==> config.mk <==
export PLATFORM = sky130hd
export DESIGN_NAME = bcd_interval_timer
export DESIGN_NICKNAME = d
export VERILOG_FILES = /design/src/rtl/bcd_interval_timer.sv
export SDC_FILE = /design/constraint.sdc
export NUM_CORES = 1
export LEC_CHECK = 0
export ABC_AREA = 1
export CAP_MARGIN = 20
export CORE_ASPECT_RATIO = 1.25
export CORE_MARGIN = 2
export CORE_UTILIZATION = 54
export CTS_CLUSTER_SIZE = 14
export DETAILED_ROUTE_END_ITERATION = 8
export PLACE_DENSITY_LB_ADDON = 0.05
export REMOVE_ABC_BUFFERS = 1
export SYNTH_ARGS = -nofsm -noshare
export SYNTH_HDL_FRONTEND = slang
export SYNTH_SLANG_ARGS = --single-unit
==> constraint.sdc <==
create_clock -name clk -period 2.3 [get_ports clk]
set_input_delay 0.46 -clock clk [delete_from_list [all_inputs] [get_ports clk]]
set_output_delay 0.46 -clock clk [all_outputs]
set_load 0.02 [all_outputs]
==> src/rtl/bcd_interval_timer.sv <==
// BCD interval timer: sexagesimal digit pairs counting down (alarm) or up (stopwatch),
// with load clamping, pause/resume, expiry detection and a flashing alarm output.
module bcd_interval_timer #(
  parameter int NUM_DIGITS = 4,
  parameter int TICK_DIV   = 50000000,
  parameter int FLASH_DIV  = 25000000
) (
  input  logic                    clk,
  input  logic                    reset,
  input  logic                    clear,
  input  logic                    load,
  input  logic [4*NUM_DIGITS-1:0] load_value,
  input  logic                    start_stop,
  input  logic                    count_up,
  output logic [4*NUM_DIGITS-1:0] digits,
  output logic                    running,
  output logic                    expired,
  output logic                    flash
);

  localparam int DW = 4 * NUM_DIGITS;
  localparam int TW = (TICK_DIV > 1) ? $clog2(TICK_DIV) : 1;
  localparam int FW = $clog2(FLASH_DIV + 1);
  localparam logic [TW-1:0] TICK_LAST  = TW'(TICK_DIV - 1);
  localparam logic [FW-1:0] FLASH_LAST = FW'(FLASH_DIV - 1);

  typedef enum logic [1:0] {
    IDLE,
    RUN,
    PAUSE,
    EXPIRED
  } state_t;

  // Tens digits of each pair stop at 5; the top digit is always allowed to reach 9.
  function automatic logic [3:0] digit_max(input int idx);
    if (idx == NUM_DIGITS - 1) begin
      return 4'd9;
    end else if ((idx % 2) == 1) begin
      return 4'd5;
    end else begin
      return 4'd9;
    end
  endfunction

  function automatic logic [DW-1:0] max_value();
    logic [DW-1:0] v;
    v = '0;
    for (int i = 0; i < NUM_DIGITS; i++) begin
      v[4*i +: 4] = digit_max(i);
    end
    return v;
  endfunction

  localparam logic [DW-1:0] MAXVAL = max_value();

  state_t        state_q, state_d;
  logic [DW-1:0] digits_q, digits_d;
  logic [TW-1:0] tick_q, tick_d;
  logic [FW-1:0] flash_cnt_q, flash_cnt_d;
  logic          flash_q, flash_d;
  logic          mode_q, mode_d;

  logic [DW-1:0] clamped;
  logic [DW-1:0] dec_val;
  logic [DW-1:0] inc_val;
  logic          borrow;
  logic          carry;

  // Load clamping plus ripple BCD decrement/increment, all per digit.
  always_comb begin
    clamped = load_value;
    dec_val = digits_q;
    inc_val = digits_q;
    borrow  = 1'b1;
    carry   = 1'b1;
    for (int i = 0; i < NUM_DIGITS; i++) begin
      if (load_value[4*i +: 4] > digit_max(i)) begin
        clamped[4*i +: 4] = digit_max(i);
      end
      if (borrow) begin
        if (digits_q[4*i +: 4] == 4'd0) begin
          dec_val[4*i +: 4] = digit_max(i);
        end else begin
          dec_val[4*i +: 4] = digits_q[4*i +: 4] - 4'd1;
          borrow = 1'b0;
        end
      end
      if (carry) begin
        if (digits_q[4*i +: 4] >= digit_max(i)) begin
          inc_val[4*i +: 4] = 4'd0;
        end else begin
          inc_val[4*i +: 4] = digits_q[4*i +: 4] + 4'd1;
          carry = 1'b0;
        end
      end
    end
  end

  always_comb begin
    state_d     = state_q;
    digits_d    = digits_q;
    tick_d      = tick_q;
    mode_d      = mode_q;
    flash_d     = flash_q;
    flash_cnt_d = flash_cnt_q;

    if (clear) begin
      state_d  = IDLE;
      digits_d = '0;
      tick_d   = '0;
    end else if (load && (state_q != RUN)) begin
      state_d  = IDLE;
      digits_d = clamped;
      tick_d   = '0;
    end else if (start_stop) begin
      case (state_q)
        IDLE: begin
          if (count_up ? (digits_q != MAXVAL) : (digits_q != '0)) begin
            mode_d  = count_up;
            state_d = RUN;
            tick_d  = '0;
          end
        end
        RUN:     state_d = PAUSE;
        PAUSE:   state_d = RUN;
        EXPIRED: state_d = IDLE;
        default: state_d = IDLE;
      endcase
    end else if (state_q == RUN) begin
      // A pause edge takes priority over a step, so the held tick value resumes intact.
      if (tick_q == TICK_LAST) begin
        tick_d = '0;
        if (mode_q) begin
          digits_d = inc_val;
          if (inc_val == MAXVAL) begin
            state_d = EXPIRED;
          end
        end else begin
          digits_d = dec_val;
          if (dec_val == '0) begin
            state_d = EXPIRED;
          end
        end
      end else begin
        tick_d = tick_q + TW'(1);
      end
    end

    if ((state_d == EXPIRED) && (state_q != EXPIRED)) begin
      flash_d     = 1'b1;
      flash_cnt_d = '0;
    end else if (state_d == EXPIRED) begin
      if (flash_cnt_q == FLASH_LAST) begin
        flash_d     = ~flash_q;
        flash_cnt_d = '0;
      end else begin
        flash_cnt_d = flash_cnt_q + FW'(1);
      end
    end else begin
      flash_d     = 1'b0;
      flash_cnt_d = '0;
    end
  end

  always_ff @(posedge clk or posedge reset) begin
    if (reset) begin
      state_q     <= IDLE;
      digits_q    <= '0;
      tick_q      <= '0;
      mode_q      <= 1'b0;
      flash_q     <= 1'b0;
      flash_cnt_q <= '0;
    end else begin
      state_q     <= state_d;
      digits_q    <= digits_d;
      tick_q      <= tick_d;
      mode_q      <= mode_d;
      flash_q     <= flash_d;
      flash_cnt_q <= flash_cnt_d;
    end
  end

  assign digits  = digits_q;
  assign running = (state_q == RUN);
  assign expired = (state_q == EXPIRED);
  assign flash   = flash_q;

endmodule

==> impl_metrics.json, run 1 <==
{
  "yosys_register_bits": 71,
  "fp.dieW_um": 91.8,
  "grt_pass1_wl_mm": 26.4,
  "timing.final.ws_setup_ps": -196,
  "setup_viol": 25,
  "io_pins": 41,
  "routed_wl_mm": 16.1,
  "num_rows": 40,
  "worstMarginPinSlew_ps": 514,
  "cts_root_buf": "clkbuf_16",
  "drcViolationCount": 0,
  "max-vdd-ir-drop_mv": 0.468,
  "synth_area_leader_cell": "dfrtp_1",
  "path_class": "register to register",
  "hold_path_class": "input pin to asynchronous set/reset pin",
  "synth_edf_count": 0,
  "endpoint_kind": "register",
  "synth.cell_area_um2": 5210,
  "power_density_nw_per_um2": 645,
  "numCtsBuffers": 9,
  "core_area_um2": 9510,
  "rr_endpoint": "flash_cnt_q[21]",
  "hpwl_mm": 11.2,
  "die_area_um2": 10400,
  "clock-sinks": 71,
  "cp-startpoint": "digits[1]",
  "postSynth.asyncResetShare": 1.00,
  "crit_fanout": 12,
  "routedWlPerCell_um": 15.4,
  "timing.fmax_mhz": 401,
  "synth.area.top_cells": "dfrtp_1, nand2_1, inv_1, nor2_1, nand3_1",
  "syn_avg_cell_area_um2": 6.83,
  "grt_start_max_net_pins": 27,
  "fillers": 727,
  "design_area_um2": 7310,
  "postLayoutCoreUtil": 0.769,
  "drtAntennaViolNets": 0,
  "drtIter0Drc": 303,
  "cp.required_ps": 2570,
  "overflow": 0,
  "nNetsFinal": 959,
  "diodes": 0,
  "via_count": 5821,
  "crit_end": "flash_cnt_q[21]",
  "layout_common_cells": "nand2_1, buf_4, nor2_1, inv_1, dfrtp_1",
  "holdWs_ps": 490,
  "run_status": "complete, but fails checks",
  "final_common_cell": "nand2_1",
  "htree_levels": 3,
  "grt_pass1_vias": 5750,
  "power_mw": 4.72,
  "grt_antenna_before_repair": 0,
  "synth_top_area_frac": 0.341,
  "drive_above_1_share": 0.254,
  "violations": "negative setup slack",
  "drv_cap": 0,
  "yosysSeqAreaShare": 0.341,
  "gp_congestion": 1.01,
  "synthCells": 762,
  "cts_tree": "yes",
  "worstSetupStartpointType": "register",
  "r2r_start": "digits[1]",
  "rrSetupSlack_ps": -200,
  "cts_buffer_depth": 2,
  "clock_latency_ps": 340,
  "relSlewSlack": 0.655,
  "ys.flop_type": "dfrtp_1",
  "viasPerCell": 5.55,
  "fin_skew_ps": 7.97,
  "final_hold_viol_count": 0,
  "rsz0062_at_grt": "true",
  "syn_to_final_growth_pct": 40.4,
  "arrival_ps": 2760,
  "synth.distinct_cells": 41,
  "ff2ff_path_depth": 17,
  "cts-hold-fix-buffers": 0,
  "finalCritPeriodShare": 1.09,
  "finalCriticalPeriod_ps": 2500,
  "finalMaxSlewViolations": 0,
  "die_h_um": 114,
  "fin_tns_setup_ps": -4380,
  "path_clk_slew_ps": 60,
  "power_leakage_nw": 3.30,
  "yosysWarnings": 0,
  "start_util": 0.547,
  "grt.total_usage": 0.314,
  "placed_area_um2": 6450,
  "first_pass_iters": 5,
  "io_buffer_count": 40
}
[metrics by stage]
| step | std cells | worst slack, ps |
|---|---|---|
| 6_report | 1049 | -196 |
| 5_1_grt | 1049 | -398 |
| 4_1_cts | 1040 | -120 |
| 3_5_place_dp | 1011 | -208 |
| 3_3_place_gp | 1011 | -184 |
| 2_1_floorplan | 746 | -332 |
[synthesized netlist by cell type (2+ instances only)]
library cell and count:
o22ai_1 12, nor3_1 18, nand2_2 4, nor2_1 99, nand2_1 172, nor2_2 24, nand4_1 25, o211ai_1 5
inv_2 5, inv_1 99, buf_6 2, a32oi_1 4, nor4_1 10, o21ai_0 45, dfrtp_1 71, xnor2_1 4
nor2_4 2, xor2_1 15, nand3_1 67, buf_4 2, o21ai_1 2, a31o_2 2, o31ai_1 2, buf_2 6
clkbuf_1 5, a21oi_1 27, ha_1 19
[logic make-up (layout without fill, tap and decap cells)]
| group | count (synthesis) | after routing | share of synthesized area |
|---|---|---|---|
| compound gates | 106 | 106 | 0.118 |
| xor+xnor | 19 | 19 | 0.0320 |
| flops | 71 | 71 | 0.341 |
| fa+ha+maj | 19 | 19 | 0.0457 |
| simple gates | 427 | 427 | 0.371 |
| buf+inv | 120 | 281 | 0.0923 |
[worst max-delay path, cell delays in order, from the launching register on]
cell     delay, ps
dfrtp_1        400
inv_4          120
ha_4           160
inv_4           40
nand3_4        100
nand2_4         80
nor2_4         270
nand2_1        100
nand2_1        110
nand3_1         70
nor2_1         100
nand3_1         80
nand2_1         80
nand3_2         90
nand2_2        110
nand4_4        180
buf_16         230
nor2_2          90
[what timing repair did]
action,in CTS,in global routing
pin swaps,11,14
setup buffers,11,9
setup endpoints to repair,39,57
resized for setup,55,37
cloned,2,0
[sequential cells by signal, summed over array words and instances (netlist names)]
name,flops
flash,1
mode_q,1
tick_q,26
flash_cnt_q,25
digits,16
state_q,2
[layer usage]
metal / routed length (um) / vias up / track usage / part of all wire
li1: - / 2812 / - / -
met1: 6210 / 2769 / 0.363 / 0.38
met2: 8700 / 191 / 0.580 / 0.54
met3: 753 / 49 / 0.0396 / 0.047
met4: 482 / 0 / 0.135 / 0.030
met5: 0 / - / 0 / 0
[power by group]
| group | total (mW) | switching, mW | internal, mW |
|---|---|---|---|
| sequential | 1.35 | 0.0468 | 1.30 |
| combinational | 1.85 | 1.03 | 0.824 |
| clock | 1.52 | 0.514 | 1.01 |
| total | 4.72 | 1.59 | 3.13 |
[worst min path at each step]
stage,startpoint,endpoint,cells past startpoint
finish,reset,flash_cnt_q[16],2
global route,flash_cnt_q[0],flash_cnt_q[0],1
CTS,flash_cnt_q[0],flash_cnt_q[0],1
detailed placement,tick_q[2],tick_q[2],1
global placement,flash_cnt_q[0],flash_cnt_q[0],1
floorplan,flash_cnt_q[0],flash_cnt_q[0],1
[area by class of cell]
cell class	instances	area, um^2	share of cell area
clock inverters	3	65.1	0.00890
repair buffers	161	1400	0.192
clock buffers	13	260	0.0356
inverters	104	400	0.0548
multi-input cells	571	3250	0.444
well taps	126	158	0.0216
flip-flops and latches	71	1780	0.243
Power figures use the tool's default switching activity.
==> run 2, diff against run 1 <==
Settings changed: CORE_ASPECT_RATIO 1.25 to not set.
==> run 2 against run 1 <==
Compared with the run above: the flow still finishes with violations (negative setup slack); register-to-register slack is essentially flat; critical path depth is 2 lower; first-iteration DRC count rose by 21%; cell count increased by 0.48%; critical endpoint is now flash_cnt_q[8]; largest cell class unchanged.
==> impl_metrics.json, run 2 (synthesized netlist as in run 1, its figures left out) <==
{
  "cts_root_buf": "clkbuf_8",
  "die_area_um2": 10400,
  "timing.fmax_mhz": 400,
  "cp.required_ps": 2600,
  "crit_top_cell": "nand2_1",
  "arrival_ps": 2800,
  "dp_cells": 1003,
  "largest_register_ffs": 26,
  "finalMaxSlewViolations": 0,
  "power_leakage_nw": 3.26,
  "cp.depth": 15,
  "rsz0062_at_grt": "true",
  "ff2ff_path_depth": 15,
  "cts_buffer_depth": 2,
  "nNetsFinal": 961,
  "numCtsBuffers": 9,
  "grt_antenna_before_repair": 0,
  "viasPerCell": 5.50,
  "fin_skew_ps": 18.5,
  "hold_start": "tick_q[2]",
  "power_density_nw_per_um2": 584,
  "setup_viol": 26,
  "start_util": 0.561,
  "timing.final.ws_setup_ps": -201,
  "use_met1": 0.455,
  "syn_to_final_growth_pct": 39.4,
  "grtUsageMet3": 0.0363,
  "grt_pass1_wl_mm": 25.8,
  "die_h_um": 102,
  "crit_slowest_cell": "dfrtp_1",
  "power_mw": 4.24,
  "htree_levels": 3,
  "path_clk_slew_ps": 100,
  "grt.total_usage": 0.314,
  "cts_tree": "yes",
  "run_status": "complete, but fails checks",
  "busiest_layer": "met2",
  "hpwl_mm": 11.0,
  "path_buf_inv": 2,
  "io_pins": 41,
  "layout_common_cells": "nand2_1, buf_4, nor2_1, inv_1, dfrtp_1",
  "grt_pass1_vias": 5390,
  "drv_cap": 0,
  "routedWlPerCell_um": 15.6,
  "cpPeakStageDelay_ps": 410,
  "hold_path_class": "register to register",
  "finalCriticalPeriod_ps": 2500,
  "fin_cells": 1054,
  "cp-startpoint": "digits[3]",
  "first_pass_iters": 6,
  "relSlewSlack": 0.666,
  "cp_top_family": "simple AND/OR/NAND/NOR gates",
  "final_common_cell": "nand2_1",
  "drtAntennaViolNets": 0,
  "drtIter0Drc": 366,
  "worstSetupStartpointType": "register",
  "use_met2": 0.501,
  "postLayoutCoreUtil": 0.782,
  "final_hold_viol_count": 0,
  "violations": "negative setup slack",
  "worstMarginPinSlew_ps": 500,
  "overflow": 0,
  "num_rows": 35,
  "crit_fanout": 8,
  "clock_latency_ps": 360,
  "core_area_um2": 9280,
  "hold_depth": 1,
  "holdWs_ps": 485,
  "via_count": 5801,
  "finalCritPeriodShare": 1.09,
  "grt_start_max_net_pins": 72,
  "fp.dieW_um": 102,
  "endpoint_kind": "register",
  "regMostFlops": "tick_q",
  "drcViolationCount": 0,
  "cp_cell_sequence": "nor2_1 > nand2_2 > nor2_2 > buf_6 > nand2_1 > nand2_1 > nand3_1 > nor3_2 > nand2_1 > nand2_1 > nand3_2 > nand2_2 > nand4_4 > clkbuf_16 > nor2_4",
  "max-vdd-ir-drop_mv": 0.428,
  "gp_congestion": 0.989,
  "fillers": 685,
  "drive_above_1_share": 0.265,
  "r2r_start": "digits[3]",
  "routed_wl_mm": 16.4,
  "diodes": 0,
  "clock-sinks": 71,
  "io_buffer_count": 40,
  "path_class": "register to register"
}
run 2: changes by cell type in the layout (fill, tap and decap cells not counted), sizes merged:
cell | before | now
bufinv | 2 | 0
inv | 104 | 108
clkbuf | 13 | 12
clkinvlp | 0 | 2
buf | 121 | 120
run 2: layout make-up:
type	instances	area, um^2	share of cell area
multi-input cells	571	3310	0.456
flip-flops and latches	71	1780	0.245
repair buffers	163	1430	0.196
inverters	104	398	0.0548
well taps	129	161	0.0222
clock buffers	9	124	0.0171
clock inverters	7	63.8	0.00879
run 2: worst reg2reg max path: stages (launching register included):
cell and delay (ps):
dfrtp_1 410, nor2_1 280, nand2_2 110, nor2_2 140, buf_6 150, nand2_1 70
nand2_1 100, nand3_1 120, nor3_2 200, nand2_1 70, nand2_1 70, nand3_2 100
nand2_2 100, nand4_4 170, clkbuf_16 250, nor2_4 90
run 2: metrics by stage:
stage | setup slack (ps) | TNS, ps | area, um^2
5_1_grt | -363 | -8980 | 7260
3_5_place_dp | -165 | -3890 | 6380
3_3_place_gp | -67.6 | -1410 | 6380
2_1_floorplan | -332 | -10570 | 5120
4_1_cts | -97.7 | -2260 | 6920
6_report | -201 | -4530 | 7260
run 2: final timing paths:
kind / end / slack [ps]
worst max-delay path: flash_cnt_q[8] / -200
worst min-delay path: tick_q[2] / 480
worst max register to register: flash_cnt_q[8] / -200
worst min register to register: tick_q[2] / 480
max in group asynchronous: digits[0] / 1480
min in group asynchronous: tick_q[21] / 500
run 2: repair_timing:
item / CTS / global route
pin swaps: 12 / 19
hold buffers: 0 / 0
cloned: 2 / 1
endpoints found under the setup margin: 33 / 51
setup buffers: 17 / 15
gates resized for setup: 45 / 65
run 2: power breakdown:
part           leakage [nW]  internal (mW)  switching (mW)  total (mW)
logic                  2.19          0.856            1.05        1.91
registers             0.974           1.30          0.0477        1.34
clock network        0.0903          0.416           0.573       0.989
total                  3.26           2.57            1.67        4.24
run 2: routing by layer:
| layer | vias to the layer above | share of wire |
|---|---|---|
| li1 | 2828 | - |
| met1 | 2715 | 0.46 |
| met2 | 224 | 0.46 |
| met3 | 34 | 0.059 |
| met4 | 0 | 0.019 |
| met5 | - | 0 |
==> run 3, diff against run 2 <==
Settings changed: CORE_MARGIN 2 to not set, CTS_CLUSTER_SIZE 14 to 30.
==> run 3 against run 2 <==
Compared with the run above: the flow still finishes with violations (negative setup slack); largest cell class unchanged; fmax up 0.36%; die area is 3.9% lower; clock power grew 19%; largest power group unchanged; critical path type unchanged.
==> impl_metrics.json, run 3 (synthesized netlist as in run 1, its figures left out) <==
{
  "finalCriticalPeriod_ps": 2490,
  "drcViolationCount": 0,
  "max-vdd-ir-drop_mv": 0.486,
  "fin_skew_ps": 16.5,
  "cpPeakStageDelay_ps": 400,
  "crit_fanout": 12,
  "die_area_um2": 10000,
  "setup_viol": 30,
  "cts_buffer_depth": 2,
  "grt.total_usage": 0.328,
  "crit_top_cell": "nand2_1",
  "drv_cap": 0,
  "hpwl_mm": 10.9,
  "cp.required_ps": 2600,
  "relSlewSlack": 0.650,
  "endpoint_kind": "register",
  "gp_congestion": 0.973,
  "rsz0062_at_grt": "true",
  "regMostFlops": "tick_q",
  "core_area_um2": 9280,
  "numCtsBuffers": 9,
  "syn_to_final_growth_pct": 38.4,
  "cts-hold-fix-buffers": 0,
  "drtAntennaViolNets": 0,
  "clock-sinks": 71,
  "overflow": 0,
  "grt_start_max_net_pins": 72,
  "rr_endpoint": "flash_cnt_q[17]",
  "timing.fmax_mhz": 401,
  "io_buffer_count": 40,
  "diodes": 0,
  "power_leakage_nw": 3.25,
  "final_hold_viol_count": 0,
  "io_pins": 41,
  "r2r_start": "digits[1]",
  "num_rows": 35,
  "cts_tree": "yes",
  "ff2ff_path_depth": 18,
  "path_class": "register to register",
  "crit_slowest_cell": "dfrtp_1",
  "first_pass_iters": 5,
  "violations": "negative setup slack",
  "rrSetupSlack_ps": -190,
  "timing.final.ws_setup_ps": -192,
  "htree_levels": 3,
  "hold_path_class": "input pin to asynchronous set/reset pin",
  "routedWlPerCell_um": 15.5,
  "routed_wl_mm": 16.4,
  "largest_register_ffs": 26,
  "die_h_um": 100,
  "finalMaxSlewViolations": 0,
  "viasPerCell": 5.65,
  "run_status": "complete, but fails checks",
  "worstMarginPinSlew_ps": 525,
  "start_util": 0.561,
  "fp.dieW_um": 100,
  "nNetsFinal": 963,
  "grt_pass1_wl_mm": 26.3,
  "power_density_nw_per_um2": 610,
  "postLayoutCoreUtil": 0.776,
  "power_mw": 4.40,
  "path_clk_slew_ps": 90,
  "finalCritPeriodShare": 1.08,
  "holdWs_ps": 497,
  "layout_common_cells": "nand2_1, buf_4, inv_1, nor2_1, dfrtp_1",
  "cp_cell_sequence": "inv_2 > ha_4 > inv_2 > nand3_4 > nand2_4 > buf_4 > nand2_1 > o21ai_0 > nor2_1 > nand2_1 > nor2_2 > nand3_1 > nand2_1 > nand3_2 > nand2_2 > nand4_4 > buf_16 > nor2_2",
  "grt_antenna_before_repair": 0,
  "via_count": 5971,
  "clock_latency_ps": 360,
  "drive_above_1_share": 0.274,
  "drtIter0Drc": 385,
  "final_common_cell": "nand2_1",
  "worstSetupStartpointType": "register",
  "grt_pass1_vias": 5690,
  "arrival_ps": 2790,
  "cts_root_buf": "clkbuf_8"
}
-- run 3: changes by cell type in the layout (fill, tap and decap cells not counted), sizes merged --
cell	delta
clkinvlp	-1
clkinv	+1
clkbuf	-3
inv	-2
buf	+5
bufinv	+2
-- run 3: per-stage QoR --
step | cells | TNS [ps] | worst slack (ps) | cell area [um^2]
3_3_place_gp | 1007 | -2270 | -74.4 | 6410
5_1_grt | 1056 | -9000 | -309 | 7210
4_1_cts | 1048 | -1760 | -87.8 | 7000
3_5_place_dp | 1007 | -4850 | -160 | 6410
6_report | 1056 | -4760 | -192 | 7210
2_1_floorplan | 746 | -10570 | -332 | 5120
-- run 3: worst max path at each step --
stage,start,end
2_1_floorplan,digits[4],tick_q[20]
3_3_place_gp,count_up,flash_cnt_q[1]
3_5_place_dp,count_up,flash_cnt_q[2]
4_1_cts,digits[1],flash_cnt_q[22]
5_1_grt,digits[0],flash_cnt_q[17]
6_report,digits[1],flash_cnt_q[17]
-- run 3: worst max-delay path: cells and delay by family (launching register included) --
kind | cells | cell delay, ps
AOI/OAI and AO/OA | 1 | 130
adders and majority gates | 1 | 150
buffers and inverters | 4 | 530
DFF | 1 | 400
and+or+nand+nor | 12 | 1210
-- run 3: where the power goes --
part,switching (mW),total [mW],internal (mW)
Clock,0.561,1.18,0.622
Sequential,0.0429,1.34,1.30
Combinational,1.06,1.88,0.820
Total,1.66,4.40,2.74
-- run 3: cell type report --
type	count	area, um^2
clock buffers	9	124
clock inverters	7	103
multi-input cells	571	3250
inverters	104	393
flip-flops and latches	71	1780
well taps	129	161
fillers	660	2080
repair buffers	165	1400
-- run 3: metal layers --
metal	GRT usage	up-vias	wire length [um]
li1	-	2843	-
met1	0.454	2781	7020
met2	0.526	286	7700
met3	0.0501	61	1220
met4	0.109	0	449
met5	0	-	0
-- run 3: timing repair --
item / in CTS / in global routing
endpoints found under the setup margin: 27 / 63
cloned: 3 / 0
gates resized for setup: 41 / 58
pin swaps: 8 / 25
setup buffers: 22 / 10
